File: config.mk
export PLATFORM = sky130hd
export DESIGN_NAME = relax_unit_flat
export DESIGN_NICKNAME = d
export VERILOG_FILES = /design/src/rtl/relax_unit_if.sv /design/src/rtl/relax_unit.sv /design/src/flat_wrapper.sv
export SDC_FILE = /design/constraint.sdc
export NUM_CORES = 1
export LEC_CHECK = 0
export CAP_MARGIN = 40
export CORE_AREA = 2 2 65 82
export DETAILED_ROUTE_END_ITERATION = 6
export DIE_AREA = 0 0 67 84
export GPL_TIMING_DRIVEN = 0
export PLACE_DENSITY = 0.78
export SYNTH_ARGS = -nofsm -noshare
export SYNTH_HDL_FRONTEND = slang
export SYNTH_SLANG_ARGS = --single-unit
File: constraint.sdc
create_clock -name clock -period 4.5 [get_ports clock]
set_clock_uncertainty 0.1 [all_clocks]
set_input_delay 0.9 -clock clock [delete_from_list [all_inputs] [get_ports clock]]
set_output_delay 0.9 -clock clock [all_outputs]
set_load 0.01 [all_outputs]
File: src/rtl/relax_unit_if.sv
// Edge-cache query channel and distance-table port bundle used by relax_unit.
// master = relax_unit, slave = edge cache / distance table side.
`ifndef DEFAULT_MAX_NODES
`define DEFAULT_MAX_NODES 16
`endif
`ifndef DEFAULT_INDEX_WIDTH
`define DEFAULT_INDEX_WIDTH 4
`endif
`ifndef DEFAULT_VALUE_WIDTH
`define DEFAULT_VALUE_WIDTH 8
`endif

interface relax_unit_if #(
    parameter int INDEX_WIDTH = `DEFAULT_INDEX_WIDTH,
    parameter int VALUE_WIDTH = `DEFAULT_VALUE_WIDTH
);
    logic                   query_enable;
    logic [INDEX_WIDTH-1:0] from_node;
    logic [INDEX_WIDTH-1:0] to_node;
    logic                   edge_ready;
    logic [VALUE_WIDTH-1:0] edge_value;

    logic [INDEX_WIDTH-1:0] dist_addr;
    logic [VALUE_WIDTH-1:0] dist_rd_data;
    logic                   visited_rd;
    logic                   dist_wr_en;
    logic [VALUE_WIDTH-1:0] dist_wr_data;
    logic [INDEX_WIDTH-1:0] prev_wr_data;

    modport master (
        output query_enable, from_node, to_node,
        input  edge_ready, edge_value,
        output dist_addr,
        input  dist_rd_data, visited_rd,
        output dist_wr_en, dist_wr_data, prev_wr_data
    );

    modport slave (
        input  query_enable, from_node, to_node,
        output edge_ready, edge_value,
        input  dist_addr,
        output dist_rd_data, visited_rd,
        input  dist_wr_en, dist_wr_data, prev_wr_data
    );
endinterface

File: src/rtl/relax_unit.sv
// Relaxes every neighbour v of one settled node u: queries w(u,v) from the edge
// cache and writes dist[v] = dist[u] + w, prev[v] = u when that is a strict improvement.
`ifndef DEFAULT_MAX_NODES
`define DEFAULT_MAX_NODES 16
`endif
`ifndef DEFAULT_INDEX_WIDTH
`define DEFAULT_INDEX_WIDTH 4
`endif
`ifndef DEFAULT_VALUE_WIDTH
`define DEFAULT_VALUE_WIDTH 8
`endif

module relax_unit #(
    parameter int MAX_NODES   = `DEFAULT_MAX_NODES,
    parameter int INDEX_WIDTH = `DEFAULT_INDEX_WIDTH,
    parameter int VALUE_WIDTH = `DEFAULT_VALUE_WIDTH
) (
    input  logic                   clock,
    input  logic                   reset,
    input  logic [INDEX_WIDTH-1:0] number_of_nodes,
    input  logic                   start,
    input  logic [INDEX_WIDTH-1:0] current_node,
    input  logic [VALUE_WIDTH-1:0] current_dist,
    relax_unit_if.master           bus,
    output logic                   busy,
    output logic                   done,
    output logic [INDEX_WIDTH-1:0] updates
);
    typedef enum logic [2:0] {
        IDLE, SELECT, QUERY, COMPARE, NEXT, FINISH
    } state_t;

    localparam logic [INDEX_WIDTH-1:0] LAST_SLOT = INDEX_WIDTH'(MAX_NODES - 1);
    localparam logic [INDEX_WIDTH-1:0] ONE       = INDEX_WIDTH'(1);

    state_t                 state, state_next;
    logic [INDEX_WIDTH-1:0] u_q, n_q, v_q, updates_q;
    logic [VALUE_WIDTH-1:0] du_q, w_q;
    logic [VALUE_WIDTH:0]   sum;
    logic                   improve;
    logic                   last_v;

    // The carry bit catches dist[u] + w overflowing past the representable range.
    assign sum     = {1'b0, du_q} + {1'b0, w_q};
    assign improve = (w_q != '0) && !bus.visited_rd && (du_q != '1) &&
                     !sum[VALUE_WIDTH] && (sum[VALUE_WIDTH-1:0] < bus.dist_rd_data);
    assign last_v  = (v_q == n_q - ONE) || (v_q == LAST_SLOT);

    // NOTE: reset is synchronous, so it is tested inside the clocked block rather than listed in the sensitivity list.
    always_ff @(posedge clock) begin
        if (reset) state <= IDLE;
        else       state <= state_next;
    end

    always_ff @(posedge clock) begin
        if (reset) begin
            u_q       <= '0;
            n_q       <= '0;
            v_q       <= '0;
            du_q      <= '0;
            w_q       <= '0;
            updates_q <= '0;
        end else begin
            case (state)
                IDLE: if (start) begin
                    u_q       <= current_node;
                    du_q      <= current_dist;
                    n_q       <= number_of_nodes;
                    v_q       <= '0;
                    updates_q <= '0;
                end
                QUERY:   if (bus.edge_ready) w_q <= bus.edge_value;
                COMPARE: if (improve) updates_q <= updates_q + ONE;
                NEXT:    if (!last_v) v_q <= v_q + ONE;
                default: ;
            endcase
        end
    end

    // NOTE: every output of this block gets a default first so no path can infer a latch.
    always_comb begin
        state_next       = state;
        bus.query_enable = 1'b0;
        bus.dist_wr_en   = 1'b0;
        busy             = 1'b0;
        done             = 1'b0;
        case (state)
            IDLE: if (start) state_next = (number_of_nodes == '0) ? FINISH : SELECT;
            SELECT: begin
                busy       = 1'b1;
                state_next = (v_q == u_q) ? NEXT : QUERY;
            end
            QUERY: begin
                busy             = 1'b1;
                bus.query_enable = 1'b1;
                if (bus.edge_ready) state_next = COMPARE;
            end
            COMPARE: begin
                busy           = 1'b1;
                bus.dist_wr_en = improve;
                state_next     = NEXT;
            end
            NEXT: begin
                busy       = 1'b1;
                state_next = last_v ? FINISH : SELECT;
            end
            FINISH: begin
                done       = 1'b1;
                state_next = IDLE;
            end
            default: state_next = IDLE;
        endcase
    end

    assign bus.from_node    = u_q;
    assign bus.to_node      = v_q;
    assign bus.dist_addr    = v_q;
    assign bus.dist_wr_data = sum[VALUE_WIDTH-1:0];
    assign bus.prev_wr_data = u_q;
    assign updates          = updates_q;
endmodule

File: src/flat_wrapper.sv
// flat-port wrapper written by rule: the top's interface ports become plain ports
module relax_unit_flat 
#(
    parameter int MAX_NODES   = `DEFAULT_MAX_NODES,
    parameter int INDEX_WIDTH = `DEFAULT_INDEX_WIDTH,
    parameter int VALUE_WIDTH = `DEFAULT_VALUE_WIDTH
)
  (clock, reset, number_of_nodes, start, current_node, current_dist, busy, done, updates, bus_query_enable, bus_from_node, bus_to_node, bus_edge_ready, bus_edge_value, bus_dist_addr, bus_dist_rd_data, bus_visited_rd, bus_dist_wr_en, bus_dist_wr_data, bus_prev_wr_data);
  relax_unit_if #(.INDEX_WIDTH(INDEX_WIDTH), .VALUE_WIDTH(VALUE_WIDTH)) bus_i ();
  input  logic clock;
  input  logic reset;
  input  logic [INDEX_WIDTH-1:0] number_of_nodes;
  input  logic start;
  input  logic [INDEX_WIDTH-1:0] current_node;
  input  logic [VALUE_WIDTH-1:0] current_dist;
  output logic busy;
  output logic done;
  output logic [INDEX_WIDTH-1:0] updates;
  output wire logic [$bits(bus_i.query_enable)-1:0] bus_query_enable;
  output wire logic [$bits(bus_i.from_node)-1:0] bus_from_node;
  output wire logic [$bits(bus_i.to_node)-1:0] bus_to_node;
  input wire logic [$bits(bus_i.edge_ready)-1:0] bus_edge_ready;
  input wire logic [$bits(bus_i.edge_value)-1:0] bus_edge_value;
  output wire logic [$bits(bus_i.dist_addr)-1:0] bus_dist_addr;
  input wire logic [$bits(bus_i.dist_rd_data)-1:0] bus_dist_rd_data;
  input wire logic [$bits(bus_i.visited_rd)-1:0] bus_visited_rd;
  output wire logic [$bits(bus_i.dist_wr_en)-1:0] bus_dist_wr_en;
  output wire logic [$bits(bus_i.dist_wr_data)-1:0] bus_dist_wr_data;
  output wire logic [$bits(bus_i.prev_wr_data)-1:0] bus_prev_wr_data;
  assign bus_query_enable = bus_i.query_enable;
  assign bus_from_node = bus_i.from_node;
  assign bus_to_node = bus_i.to_node;
  assign bus_i.edge_ready = bus_edge_ready;
  assign bus_i.edge_value = bus_edge_value;
  assign bus_dist_addr = bus_i.dist_addr;
  assign bus_i.dist_rd_data = bus_dist_rd_data;
  assign bus_i.visited_rd = bus_visited_rd;
  assign bus_dist_wr_en = bus_i.dist_wr_en;
  assign bus_dist_wr_data = bus_i.dist_wr_data;
  assign bus_prev_wr_data = bus_i.prev_wr_data;
  relax_unit #(.MAX_NODES(MAX_NODES), .INDEX_WIDTH(INDEX_WIDTH), .VALUE_WIDTH(VALUE_WIDTH)) u_core (.clock(clock), .reset(reset), .number_of_nodes(number_of_nodes), .start(start), .current_node(current_node), .current_dist(current_dist), .bus(bus_i), .busy(busy), .done(done), .updates(updates));
endmodule
---- After elaboration in Yosys (flattened, before gate mapping) ----
Index checks and enable logic that the tools add are counted.
cells by class
  $lt $le $gt $ge ......................... 1
  bitwise gates (word level) .............. 0
  muxes and demuxes ....................... 15
  $add $sub $neg .......................... 4
  reduce and logical (&&, ||, !) cells .... 18
  multiply operators ...................... 0
  shifts and indexed selects .............. 0
  equality and inequality tests ........... 13
  div/mod/pow operators ................... 0
operator list
  operator                                          number
  case mux 4 bit (2 select lines)                   2
  2-to-1 mux 3 bit                                  5
  case mux 3 bit (5 select lines)                   1
  2-to-1 mux 4 bit                                  3
  adder 8 x 8 -> 9 bit                              1
  adder 4 x 1 -> 4 bit, second input constant       2
  == test 4 bit                                     2
  < comparator 8 bit                                1
  inequality test 8 bit, second input constant      1
  nonzero test 8 bit                                1
  == test 3 x 2 -> 1 bit, second input constant     2
  == test 3 bit, second input constant              2
  inequality test 2 bit, second input constant      3
  AND reduction 2 bit                               3
  AND reduction 3 bit                               2
  == test 4 bit, second input constant              1
  logical AND 1 bit                                 4
  zero test 4 bit                                   1
  2-to-1 mux 1 bit                                  4
  nonzero test 2 bit                                2
  OR reduction 4 bit                                1
  subtractor 4 x 1 -> 4 bit, second input constant  1
  == test 3 x 1 -> 1 bit, second input constant     1
  zero test 3 bit                                   1
  3 further kinds                                   4
storage, ports and cells
  ROM bits ................................ 0
  word-level logic and storage cells ...... 58
  flip-flop bits (word level) ............. 35
  latch bits .............................. 0
  output and inout port bits .............. 32
  RAM bits ................................ 0
  memories kept ........................... 0

---- Depth between registers and ports, before layout ----
Gate-level depths: netlist of the first run.
  depth after elaboration ................. 7
  depth in mapped cells ................... 13

---- Worst setup path before layout of the first run ----
OpenSTA, ideal clock, no wires.
  path kind ............................... register -> output
  from .................................... register u_core.w_q[1]
  to ...................................... output bus_dist_wr_en
  setup slack ............................. 727 ps
  data required time ...................... 3500 ps
  stages on the path, launching flop included .. 13
  arrival time ............................ 2773 ps
  cells stage by stage .................... dfxtp_1 > ha_1 > a21o_1 > a211oi_1 > nor2_1 > o41ai_1 > xnor2_1 > ha_1 > a22oi_1 > nand3_1 > nor4_1 > and3_1 > clkbuf_1
RTL lines
  what                           line                RTL
  start, declared                relax_unit.sv:38    logic [VALUE_WIDTH-1:0] du_q, w_q;
  start signal, assigned         relax_unit.sv:72    QUERY: if (bus.edge_ready) w_q <= bus.edge_value;
  adder 8 x 8 -> 9 bit           relax_unit.sv:44    assign sum = {1'b0, du_q} + {1'b0, w_q};
  named net bus_dist_wr_data[7]  flat_wrapper.sv:28  output wire logic [$bits(bus_i.dist_wr_data)-1:0] bus_dist_wr_data;
  < comparator 8 bit             relax_unit.sv:46    !sum[VALUE_WIDTH] && (sum[VALUE_WIDTH-1:0] < bus.dist_rd_data);
  logical AND 1 bit              relax_unit.sv:46
  2-to-1 mux 1 bit               relax_unit.sv:87    case (state)
  end, declared                  flat_wrapper.sv:27  output wire logic [$bits(bus_i.dist_wr_en)-1:0] bus_dist_wr_en;
The timed path passes the listed nets, and every way through them passes these cells.

---- Final worst setup path of the first run ----
  from .................................... register u_core.w_q[1]
  to ...................................... output bus_dist_wr_en
on the way
  word-level cells in the longest chain between the ends .. 6
ends and longest elaborated chain
  what                                                                          line
  parallel branches: the longest is 4 deep, another holds adder 8 x 8 -> 9 bit  -
  logical AND 1 bit *                                                           relax_unit.sv:46
  2-to-1 mux 1 bit *                                                            relax_unit.sv:87
Every way passes the cells marked *.

==> flow_summary.ini, run 1 <==
[floorplan]
fp.dieH_microns = 84
ios = 69
die_w_microns = 67
rows = 29
initial_core_util_pct = 43.6
core_area_sq_um = 4930
dieArea_sq_um = 5630

[synthesis]
synth-edff-count = 0
synthTopCellsByArea = dfxtp_1 33%, ha_1 10%, nand2_1 7.7%
synthDominantCellAreaShare_pct = 32.5
netlist_instances = 262
synth_fp_nets = 318
synthFlopType = dfxtp_1
synth.yosys.seq_area_share_pct = 32.5
yosysWarnings = 0
synth_top_area_cell = dfxtp_1
synth-async-reset-ratio_pct = 0
synth_area_per_cell_sq_um = 8.22
netlist_area_sq_um = 2150
synth_cell_type_count = 41
synth_seq_cells = 35

[global_route]
grt_pass1_wl_mm = 8.71
grt_max_degree = 11
grt_pass1_vias = 1942
track_usage_pct = 19.6
gr-total-overflow = 0
antenna_found_initial = 0

[final_layout]
multiInputGateArea_sq_um = 1330
seqCellArea_sq_um = 703
nFillCells = 465
drive_above_1_share_pct = 9.52
utilization_pct = 61.4
diodes = 0
fin_nets = 392
areaGrowthSynthToFinish_pct = 40.7
instances_no_fill = 398

[route]
wl_per_cell_microns = 13.3
drcViolationCount = 0
via_count = 2082
routed_wl_mm = 5.30
final_antenna_net_count = 0
viasPerCell = 5.23
drt_iter0_markers = 67
first_pass_iters = 4

[timing]
rsz0062_at_grt = no
slew_headroom_pct = 42.5
worst_slack_ns = 0.246
final-setup-viol-count = 0
fin_crit_sh_pct = 94.5
drv_slew = 0
layout_min_cycle_time_ns = 4.25
tightest_slew_ns = 0.857
timing.setup.tns_ns = 0
finalHoldViolCount = 0
whs_ns = 0.374
max_freq_mhz = 235

[min_path]
hold_depth = 2
holdCritStartpoint = u_core.n_q[1]
hp-class = register to register
whs_endpoint = u_core.n_q[1]

[status]
status = complete, no violations

[worst_setup_path]
worstPathRequired_ns = 3.50
r2r.worst_path.cells = 13
crit_fanout = 4
rrSetupSlack_ns = 1.24
cp-start-kind = register
r2r_start = u_core.w_q[1]
critical_path_class = register to primary output
timing.rr.end = u_core.updates[0]
cp.arrival_ns = 3.25
crit_path_end_kind = primary output

[power_and_ir_drop]
peakVddDrop_mv = 0.187
leakage_nw = 1.30
powerDensity_nw_per_um2 = 280

[clocking]
h-tree-depth = 2
clock_path_buffers = 2
path_clk_slew_ns = 0.07
clk_latency_ns = 0.28
cts_hold_buf = 0
cts.sinks = 35
cts_buffers = 5
cts_tree = done
cts_root_buffer = clkbuf_8

[place]
port_buffers = 67
dp.cells = 391
hpwl_mm = 4.18
routabilityCongestion = 0.850
place_ws_ns = -0.0444

[job]
maxCapViolCount = 0
-- Yosys cell counts, drive strengths merged, types with 2 or more instances --
| cell | number |
|---|---|
| o21ai | 4 |
| ha | 18 |
| nand2 | 44 |
| or4 | 2 |
| xnor2 | 9 |
| a31oi | 2 |
| mux2i | 12 |
| nor2 | 22 |
| dfxtp | 35 |
| a21oi | 24 |
| inv | 12 |
| and3 | 4 |
| clkbuf | 4 |
| xor2 | 6 |
| nor3 | 11 |
| buf | 15 |
| a21o | 2 |
| or3 | 4 |
| a211oi | 3 |
| nand4 | 5 |
| nand3 | 4 |
| nor4 | 4 |
-- how the worst max path moves through the flow --
stage | from | end | slack (ns) | cells past startpoint
4_1_cts | u_core.w_q[1] | bus_dist_wr_en | 0.006 | 12
3_5_place_dp | u_core.du_q[1] | bus_dist_wr_en | -0.04 | 13
2_1_floorplan | u_core.w_q[1] | bus_dist_wr_en | 0.73 | 12
5_1_grt | u_core.w_q[1] | bus_dist_wr_en | 0.13 | 12
6_report | u_core.w_q[1] | bus_dist_wr_en | 0.25 | 12
3_3_place_gp | u_core.du_q[1] | bus_dist_wr_en | 0.03 | 13
-- state kept, by name, indices dropped and copies added (netlist names) --
name / count
u_core.bus.dist_addr: 4
u_core.updates: 4
u_core.state: 3
u_core.bus.from_node: 4
u_core.du_q: 8
u_core.w_q: 8
u_core.n_q: 4
-- routing by layer --
metal | vias to the layer above | GRT usage [%] | part of all wire (%)
met5 | - | 0 | 0
met4 | 0 | 5.19 | 1.2
met3 | 8 | 4.72 | 5.0
met2 | 49 | 33.4 | 50
met1 | 969 | 24.2 | 43
li1 | 1056 | - | -
-- through the flow --
stage	total power [mW]	cell area, sq um
5_1_grt	0.898	3030
3_5_place_dp	0.625	2900
3_3_place_gp	0.618	2900
6_report	0.850	3030
4_1_cts	0.851	3000
2_1_floorplan	0.513	2150
-- report_power, final --
part	switching, mW	leakage [nW]	internal [mW]
logic	0.130	0.972	0.137
clock network	0.109	0.0470	0.120
registers	0.0223	0.286	0.331
-- cell usage in the layout, fill, tap and decap left out, drive strengths merged, types with 3 or more instances in the layout --
cell type / instances
a211oi: 3
a21oi: 24
and3: 4
buf: 16
clkbuf: 9
clkdlybuf4s50: 66
dfxtp: 35
ha: 18
inv: 12
mux2i: 12
nand2: 44
nand3: 4
nand4: 5
nor2: 22
nor3: 11
nor4: 4
o21ai: 4
or3: 4
xnor2: 9
xor2: 6
-- cells by family (layout without fill, tap and decap cells) --
family	after synthesis	after routing	share of synthesized area (%)
and+or+nand+nor	104	104	22.6
AOI/OAI and AO/OA	45	45	13.6
xor gates and xnor gates	16	16	7.26
adders and majority gates	19	19	11.4
buffers and inverters	31	105	7.03
DFF	35	35	32.5
muxes	12	12	5.58
-- cell type report --
cell class              instances  share of cell area, %
clock buffers                   6                   2.73
inverters                      12                   1.49
clock inverters                 1                  0.165
flip-flops and latches         35                   23.2
well taps                      62                   2.56
multi-input cells             196                   44.0
repair buffers                 68                   22.5
plain buffers                  18                   3.39
-- worst max-delay path: stages, from the launching register on --
cell and delay [ns]:
dfxtp_2 0.35, ha_1 0.29, a21o_1 0.19, a211oi_1 0.28, nor2_1 0.10, o41ai_2 0.34, xnor2_1 0.16, ha_1 0.33
a22oi_2 0.15, nand3_1 0.11, nor4_2 0.28, and3_4 0.23, dlymetal6s2s_1 0.15
-- repair_timing --
action,CTS,global route
hold endpoints to repair,0,0
gates resized for setup,5,5
setup endpoints to repair,1,1
pin swaps,0,5
buffers inserted,0,1
(Power assumes the default switching activity.)
==> run 2, diff against run 1 <==
--- a/config.mk
+++ b/config.mk
@@ -5,12 +5,16 @@
 export SDC_FILE = /design/constraint.sdc
 export NUM_CORES = 1
 export LEC_CHECK = 0
+export ABC_CLOCK_PERIOD_IN_PS = 4500
 export CAP_MARGIN = 40
-export CORE_AREA = 2 2 65 82
+export CELL_PAD_IN_SITES_DETAIL_PLACEMENT = 0
+export CELL_PAD_IN_SITES_GLOBAL_PLACEMENT = 2
+export CORE_AREA = 2 2 85 107
 export DETAILED_ROUTE_END_ITERATION = 6
-export DIE_AREA = 0 0 67 84
+export DIE_AREA = 0 0 87 109
 export GPL_TIMING_DRIVEN = 0
-export PLACE_DENSITY = 0.78
+export PLACE_DENSITY = 0.79
+export RECOVER_POWER = 100
 export SYNTH_ARGS = -nofsm -noshare
 export SYNTH_HDL_FRONTEND = slang
 export SYNTH_SLANG_ARGS = --single-unit
==> run 2 against run 1 <==
Routed wire length grew 17%. Count of clock-buffer cells in the layout unchanged. Sequential share of layout area fell by 1.0 points. Cell count grew 13%. Global-route usage decreased by 6.3 points. Largest power group unchanged. Highest routed layer unchanged.
==> flow_summary.ini, run 2 (synthesized netlist as in run 1, its figures left out) <==
[status]
status = complete, no violations

[timing]
whs_ns = 0.368
finalHoldViolCount = 0
layout_min_cycle_time_ns = 4.23
fin_crit_sh_pct = 93.9
slew_headroom_pct = 52.7
drv_slew = 0
final-setup-viol-count = 0
rsz0062_at_grt = no
timing.setup.tns_ns = 0
max_freq_mhz = 237
tightest_slew_ns = 0.699

[power_and_ir_drop]
powerDensity_nw_per_um2 = 267
peakVddDrop_mv = 0.122
power_mw = 0.847
leakage_nw = 1.43

[global_route]
grt_pass1_wl_mm = 9.87
grt_max_degree = 11
grt_pass1_vias = 2043
antenna_found_initial = 0
gr-total-overflow = 0
track_usage_pct = 13.4

[clocking]
cts_root_buffer = clkbuf_8
cts_tree = done
clock_path_buffers = 2
path_clk_slew_ns = 0.07
cts.sinks = 35
clk_latency_ns = 0.29
h-tree-depth = 2
cts_buffers = 5

[worst_setup_path]
worstPathRequired_ns = 3.50
critical_path_class = register to primary output
crit_top_cell = ha_1
crit_path_end_kind = primary output
cp-start-kind = register
slowest_delay_ns = 0.35
crit_fanout = 4
slowest_stage = dfxtp_2
critPathLaunch = u_core.w_q[1]
crit_chain = ha_1, a21o_1, a211oi_1, nor2_1, o41ai_2, xnor2_1, ha_1, a22oi_2, nand3_1, nor4_4, and3_4, dlygate4sd2_1
r2r_start = u_core.du_q[0]
cp.arrival_ns = 3.23

[final_layout]
final_cell_mix = 44 x nand2_1, 37 x clkdlybuf4s50_1, 33 x dfxtp_1, 29 x dlygate4sd3_1, 24 x a21oi_1
postLayoutCellArea_sq_um = 3170
drive_above_1_share_pct = 11.5
nFillCells = 905
final_common_cell = nand2_1
reg_top3 = u_core.du_q: 8 flops, u_core.w_q: 8 flops
instances_no_fill = 449
fin_nets = 405
diodes = 0
areaGrowthSynthToFinish_pct = 47.1

[floorplan]
core_area_sq_um = 8510
die_w_microns = 87
ios = 69
initial_core_util_pct = 25.3
dieArea_sq_um = 9480
fp.dieH_microns = 109
rows = 38

[place]
dp.cells = 430
placed_cell_area_sq_um = 2960
routabilityCongestion = 0.756
port_buffers = 67
hpwl_mm = 4.72

[min_path]
hp-class = register to register
holdCritStartpoint = u_core.n_q[3]

[job]
maxCapViolCount = 0

[route]
first_pass_iters = 5
wl_per_cell_microns = 13.8
routed_wl_mm = 6.20
viasPerCell = 4.68
drcViolationCount = 0
via_count = 2103
drt_iter0_markers = 65
final_antenna_net_count = 0
-- run 2: power breakdown --
| group | internal (mW) | leakage [nW] | switching, mW | total, mW |
|---|---|---|---|---|
| clock | 0.120 | 0.0470 | 0.110 | 0.230 |
| sequential | 0.331 | 0.286 | 0.0234 | 0.355 |
| combinational | 0.130 | 1.10 | 0.133 | 0.263 |
| total | 0.581 | 1.43 | 0.266 | 0.847 |
-- run 2: layer usage --
layer / part of all wire (%) / GRT usage (%)
met3: 4.1 / 2.20
met1: 45 / 16.4
met4: 2.3 / 5.47
met2: 48 / 23.0
met5: 0 / 0
-- run 2: metrics by stage --
step	setup WS (ns)	util, %
5_1_grt	0.0159	37.2
2_1_floorplan	0.727	-
4_1_cts	0.113	37.2
3_5_place_dp	-0.112	34.7
3_3_place_gp	-0.0606	34.7
6_report	0.273	37.2
-- run 2: what timing repair did --
action,4_1_cts,5_1_grt
setup endpoints to repair,1,1
endpoints found under the hold margin,0,0
hold buffers,0,0
gates resized for setup,8,1
pin swaps,3,1
setup buffers,13,0
-- run 2: final timing paths --
path         slack (ns)  depth (start not counted)                 to
max                0.27                         12     bus_dist_wr_en
min                0.37                          2      u_core.n_q[3]
max reg2reg        0.41                         23  u_core.updates[2]
min reg2reg        0.37                          2      u_core.n_q[3]
-- run 2: cell type report --
| cell class | count | area (sq um) | share of cell area, % |
|---|---|---|---|
| Multi-Input combinational cell | 196 | 1330 | 42.1 |
| Timing Repair Buffer | 81 | 774 | 24.4 |
| Sequential cell | 35 | 703 | 22.2 |
| Tap cell | 100 | 125 | 3.95 |
| Buffer | 18 | 98.8 | 3.12 |
| Clock buffer | 6 | 82.6 | 2.61 |
| Inverter | 12 | 45.0 | 1.42 |
| Clock inverter | 1 | 5.00 | 0.158 |
-- run 2: worst max-delay path, delay by kind of cell, from the launching register on --
kind                     cells  cell delay (ns)
flip-flops                   1             0.35
AND/OR/NAND/NOR              4             0.73
buffers and inverters        1             0.26
XOR/XNOR                     1             0.19
adder cells (fa/ha/maj)      2             0.58
AO/OA/AOI/OAI                4             0.82
==> run 3, diff against run 2 <==
--- a/config.mk
+++ b/config.mk
@@ -15,6 +15,7 @@
 export GPL_TIMING_DRIVEN = 0
 export PLACE_DENSITY = 0.79
 export RECOVER_POWER = 100
+export SKIP_LAST_GASP = 1
 export SYNTH_ARGS = -nofsm -noshare
 export SYNTH_HDL_FRONTEND = slang
 export SYNTH_SLANG_ARGS = --single-unit
==> results of run 3 <==
Same layout as run 2: the final DEF is identical, and so are final timing and power.
==> RTL change 1 (flow settings as in run 1) <==
`DEFAULT_INDEX_WIDTH`: 4 -> 3.
--- a/src/rtl/relax_unit_if.sv
+++ b/src/rtl/relax_unit_if.sv
@@ -5,5 +5,5 @@
 `endif
 `ifndef DEFAULT_INDEX_WIDTH
-`define DEFAULT_INDEX_WIDTH 4
+`define DEFAULT_INDEX_WIDTH 3
 `endif
 `ifndef DEFAULT_VALUE_WIDTH
Interface: changed (7 resized); port bits go from 69 to 62. No check against the original RTL was run, so the function may have changed too.
==> RTL change 1 against run 1 <==
Worst setup slack got worse by 81 ps. Maximum frequency shrank 1.9%. Hold slack worse by 15 ps. Sequential cell count fell by 4. Total power shrank 3.7%. Final area is 6.4% lower. Synthesized area is 8.0% lower. Wire length fell by 13%. Synthesized cell count decreased by 9.2%. Clock power up 24%. Non-clock buffer count decreased by 6. Combinational power down 15%. Critical endpoint unchanged.
==> RTL change 1: results (changes against run 1) <==
* Multiplexer area fraction after synthesis at 4.80% (was 5.58%)
* Largest net degree at the start of global routing at 11 (unchanged)
* Top delay family on crit path: compound AO/OA/AOI/OAI gates (unchanged)
* First DRT Iteration DRCs at 34 (was 67)
* # nets final at 364 (was 392)
* Warnings, synthesis at 0 (unchanged)
* Vias in the first global route at 1764 (was 1942)
* IO Port Bufs at 61 (was 67)
* Synth Area in Adders at 13.0% (was 11.4%)
* First-pass GRT wire length at 7470 um (was 8710 um)
* Crit-path max FO at 4 (unchanged)
* Hold Crit Class: reg2reg (unchanged)
* Clock slew at reported path FFs at 70 ps (about the same)
* Leakage at 1.21 nW (was 1.30 nW)
* Largest registers: u_core.du_q: 8 flops, u_core.w_q: 8 flops (unchanged)
* Compound-Gate Fraction of Synth Area at 13.8% (was 13.6%)
* Slowest stage cell, crit path: clkdlybuf4s50_1 (was dfxtp_2)
* Clock Path Buffers at 2 (unchanged)
* Area contributors post-synth: dfxtp_1 31%, ha_1 12%, nand2_1 7.6% (was dfxtp_1 33%, ha_1 10%, nand2_1 7.7%)
* Antenna cell count at 0 (unchanged)
* Library cells used by synthesis at 50 (was 41)
* Maximum vdd drop at 0.236 mV (was 0.187 mV)
* Outcome: finished, final reports clean (unchanged)
* Initial antenna violation count at 0 (unchanged)
* Drt wl/cell at 12.4 um (was 13.3 um)
* Syn nets at 293 (was 318)
* XOR/XNOR share of the synthesized area at 6.00% (was 7.26%)
* Detailed placer's ending HPWL at 3640 um (was 4180 um)
* Worst EP arrival at 3330 ps (was 3250 ps)
* Final Wtd Congestion at 0.824 (was 0.850)
* Clock Tree Root: clkbuf_8 (unchanged)
* Switching power at 226 uW (was 261 uW)
* Slew @ Worst Pin at 507 ps (was 857 ps)
* Vias at 1888 (was 2082)
* Slowest stage delay, CP at 530 ps (was 350 ps)
* GRT Total Usage at 17.0% (was 19.6%)
* H-Tree Depth at 2 (unchanged)
* Drt first pass iters at 4 (unchanged)
* Fillers at 462 (was 465)
* Synth top cells by count: 40 x nand2_1, 31 x dfxtp_1, 24 x a21oi_1 (was 44 x nand2_1, 35 x dfxtp_1, 24 x a21oi_1)
* CTS buffer count at 5 (unchanged)
* Layout cells sized above 1 at 12.3% (was 9.52%)
* Seq/Total Area, Yosys at 31.3% (was 32.5%)
* Ys async rst share at 0% (unchanged)
* Clock Latency Late Sink at 280 ps (about the same)
RTL change 1: cell types whose count changed after synthesis, sizes merged, moves of 4 or more:
cell / delta
dfxtp: -4
mux2i: -4
nand2: -4
nor3: -9
RTL change 1: final cells by class:
type | count | share of cell area [%]
plain buffers | 16 | 3.26
clock buffers | 6 | 2.91
clock inverters | 2 | 1.23
inverters | 11 | 1.46
multi-input cells | 180 | 44.1
flip-flops and latches | 31 | 22.0
well taps | 62 | 2.73
repair buffers | 64 | 22.3
RTL change 1: tightest hold or removal path, stage by stage, from the launching register on:
cell and delay [ps]:
dfxtp_1 310, nand2_1 50, a21oi_1 50
RTL change 1: timing repair:
| action | CTS | global route |
|---|---|---|
| setup endpoints to repair | 1 | 1 |
| setup buffers | 1 | 2 |
| hold endpoints to repair | 0 | 0 |
| gates resized for setup | 2 | 4 |
| pin swaps | 1 | 1 |
RTL change 1: final timing paths:
| check | slack [ps] | cells past startpoint | from | to |
|---|---|---|---|---|
| worst min register to register | 360 | 2 | u_core.n_q[1]$_SDFFE_PP0P_ | u_core.n_q[1]$_SDFFE_PP0P_ |
| worst max-delay path | 170 | 12 | u_core.w_q[1]$_SDFFE_PP0P_ | bus_dist_wr_en |
| worst max register to register | 1550 | 13 | u_core.w_q[1]$_SDFFE_PP0P_ | u_core.updates[1]$_SDFFE_PP0P_ |
| worst min-delay path | 360 | 2 | u_core.n_q[1]$_SDFFE_PP0P_ | u_core.n_q[1]$_SDFFE_PP0P_ |
RTL change 1: cell families after synthesis:
group	count (synthesis)
simple gates	94
fa+ha+maj	20
compound gates	45
flops	31
xor+xnor	12
mux	9
buf+inv	27
RTL change 1: per-stage QoR:
step	cells	utilization [%]	area, um2	worst slack (ps)
final	372	57.5	2840	165
after global placement	361	54.1	2670	157
after detailed placement	361	54.1	2670	101
after floorplan	238	-	1980	826
after CTS	370	56.9	2810	18.4
after global routing	372	57.5	2840	1.33
RTL change 1: power groups by stage:
stage | registers [mW] | logic (mW) | clock network, mW
after floorplan | 0.312 | 0.130 | 0
after global placement | 0.314 | 0.219 | 0
after detailed placement | 0.316 | 0.223 | 0
after CTS | 0.310 | 0.226 | 0.290
after global routing | 0.312 | 0.248 | 0.306
final | 0.310 | 0.226 | 0.283
RTL change 1: routing by layer:
metal	GRT usage, %	vias to the layer above	part of all wire (%)	routed length [um]
met5	0	-	0	0
met4	5.57	0	1.3	60
met3	3.24	6	5.0	230
met2	30.7	48	52	2430
met1	19.4	870	41	1910
li1	-	964	-	-
==> RTL change 2 (flow settings as in run 1) <==
Without the edit above. Re-encode `state_t` (6 states) as Gray code, 3 bits wide.
--- a/src/rtl/relax_unit.sv
+++ b/src/rtl/relax_unit.sv
@@ -28,5 +28,5 @@
 );
     typedef enum logic [2:0] {
-        IDLE, SELECT, QUERY, COMPARE, NEXT, FINISH
+        IDLE = 3'b000, SELECT = 3'b001, QUERY = 3'b011, COMPARE = 3'b010, NEXT = 3'b110, FINISH = 3'b111
     } state_t;
 
Function: same outputs for any inputs over 10 cycles, from zero or initial values and one cycle with reset high; not proved beyond that.
==> RTL change 2 against run 1 <==
Wire length down 0.85%. Final cell count rose by 2.3%. Final area up 1.6%. Total power up 27%. Worst setup slack improved by 150 ps. Synthesized area is 1.7% higher. Non-clock buffer count up 1. Register-to-register slack worse by 100 ps. Sequential cell count unchanged. Count of clock-buffer cells in the layout increased by 2. Critical endpoint unchanged.
==> RTL change 2: results (changes against run 1) <==
* Outcome: finished, final reports clean (unchanged)
* # nets final at 400 (was 392)
* First-pass GRT wire length at 8830 um (was 8710 um)
* Library cells used by synthesis at 50 (was 41)
* Switching power at 371 uW (was 261 uW)
* Fillers at 464 (was 465)
* R2r endpoint: u_core.updates[3]$_SDFFE_PP0P_ (was u_core.updates[0]$_SDFFE_PP0P_)
* Worst reg2reg path startpoint: u_core.w_q[1]$_SDFFE_PP0P_ (unchanged)
* First DRT Iteration DRCs at 60 (was 67)
* Maximum vdd drop at 0.268 mV (was 0.187 mV)
* Worst r2r path cells at 14 (was 13)
* Reg area at 703 um2 (unchanged)
* Drt first pass iters at 6 (was 4)
* Slowest stage cell, crit path: dfxtp_2 (unchanged)
* Final Wtd Congestion at 0.810 (was 0.850)
* Synth top cells by count: 54 x nand2_1, 35 x dfxtp_1, 32 x a21oi_1 (was 44 x nand2_1, 35 x dfxtp_1, 24 x a21oi_1)
* R2R Setup Slk at 1140 ps (was 1240 ps)
* Clock Tree Root: clkbuf_8 (unchanged)
* Hold path cells at 2 (unchanged)
* Final wirelength at 5260 um (was 5300 um)
* Clock Latency Late Sink at 280 ps (about the same)
* Seq/Total Area, Yosys at 32.0% (was 32.5%)
* Slew @ Worst Pin at 518 ps (was 857 ps)
* Min-delay src: u_core.w_q[4]$_SDFFE_PP0P_ (was u_core.n_q[1]$_SDFFE_PP0P_)
* Syn nets at 324 (was 318)
* Area contributors post-synth: dfxtp_1 32%, ha_1 10%, nand2_1 9.3% (was dfxtp_1 33%, ha_1 10%, nand2_1 7.7%)
* GRT Total Usage at 20.1% (was 19.6%)
* Warnings, synthesis at 0 (unchanged)
* Clock slew at reported path FFs at 70 ps (about the same)
* CTS buffer count at 5 (unchanged)
* Antenna cell count at 0 (unchanged)
* Worst hold endpoint: u_core.w_q[4]$_SDFFE_PP0P_ (was u_core.n_q[1]$_SDFFE_PP0P_)
* Via density at 5.19 (was 5.23)
* Placed Area at 2940 um2 (was 2900 um2)
* Detailed placer's ending HPWL at 4100 um (was 4180 um)
* Top delay family on crit path: compound AO/OA/AOI/OAI gates (unchanged)
* Leakage at 1.31 nW (was 1.30 nW)
* Layout cells sized above 1 at 11.9% (was 9.52%)
* Worst EP arrival at 3100 ps (was 3250 ps)
* Vias in the first global route at 2062 (was 1942)
* Initial antenna violation count at 0 (unchanged)
==> RTL change 2: cell count changes after synthesis, sizes merged, moves of 3 or more <==
cell,change
nor2,-7
a21oi,+9
nor2b,+3
mux2i,-11
o21ai,+3
o2111ai,+3
nor3,-6
nand2b,+4
nand2,+10
==> RTL change 2: cell families (layout without fill, tap and decap cells) <==
logic type | count (synthesis) | after routing | share of synthesized area, %
and+or+nand+nor | 103 | 103 | 23.0
AOI/OAI and AO/OA | 59 | 59 | 17.7
DFF | 35 | 35 | 32.0
buffers and inverters | 32 | 109 | 7.43
adders and majority gates | 19 | 19 | 11.2
xor gates and xnor gates | 19 | 19 | 8.23
muxes | 1 | 1 | 0.457
==> RTL change 2: layout make-up <==
| class | instances | share of cell area, % |
|---|---|---|
| plain buffers | 18 | 3.58 |
| clock buffers | 8 | 3.25 |
| inverters | 14 | 1.71 |
| multi-input cells | 201 | 43.8 |
| flip-flops and latches | 35 | 22.8 |
| well taps | 62 | 2.52 |
| repair buffers | 69 | 22.3 |
==> RTL change 2: power by group through the flow <==
| stage | logic (mW) | clock network (mW) | registers, mW |
|---|---|---|---|
| after floorplan | 0.286 | 0 | 0.382 |
| after global placement | 0.434 | 0 | 0.387 |
| after detailed placement | 0.442 | 0 | 0.388 |
| after CTS | 0.448 | 0.250 | 0.382 |
| after global routing | 0.499 | 0.264 | 0.388 |
| final | 0.450 | 0.249 | 0.383 |
==> RTL change 2: worst max-delay path by stage <==
stage	start	endpoint	slack, ps	depth (start not counted)
after floorplan	u_core.w_q[1]$_SDFFE_PP0P_	bus_dist_wr_en	890	12
after global placement	u_core.w_q[1]$_SDFFE_PP0P_	bus_dist_wr_en	240	13
after detailed placement	u_core.w_q[1]$_SDFFE_PP0P_	bus_dist_wr_en	220	13
after CTS	u_core.w_q[1]$_SDFFE_PP0P_	bus_dist_wr_en	1	13
after global routing	u_core.w_q[0]$_SDFFE_PP0P_	bus_dist_wr_en	230	13
final	u_core.w_q[1]$_SDFFE_PP0P_	bus_dist_wr_en	400	13
==> RTL change 2: repair_timing <==
action / CTS / global route
gates resized for setup: 4 / 4
gates cloned: 0 / 0
pin swaps: 0 / 3
endpoints found under the setup margin: 1 / 1
buffers inserted: 0 / 2
==> RTL change 2: per-stage QoR <==
stage / worst slack (ps) / cells / total power, mW / hold WS, ps
5_1_grt: 229 / 407 / 1.15 / 400
2_1_floorplan: 893 / 268 / 0.668 / 348
6_report: 395 / 407 / 1.08 / 375
3_3_place_gp: 238 / 397 / 0.821 / 357
3_5_place_dp: 221 / 397 / 0.831 / 362
4_1_cts: 1.26 / 405 / 1.08 / 371
==> RTL change 2: per-layer routing <==
metal	GRT usage, %	vias up	wire (um)
met5	0	-	0
met4	8.72	0	167
met3	5.13	17	359
met2	33.8	69	2480
met1	23.3	959	2240
li1	-	1067	-
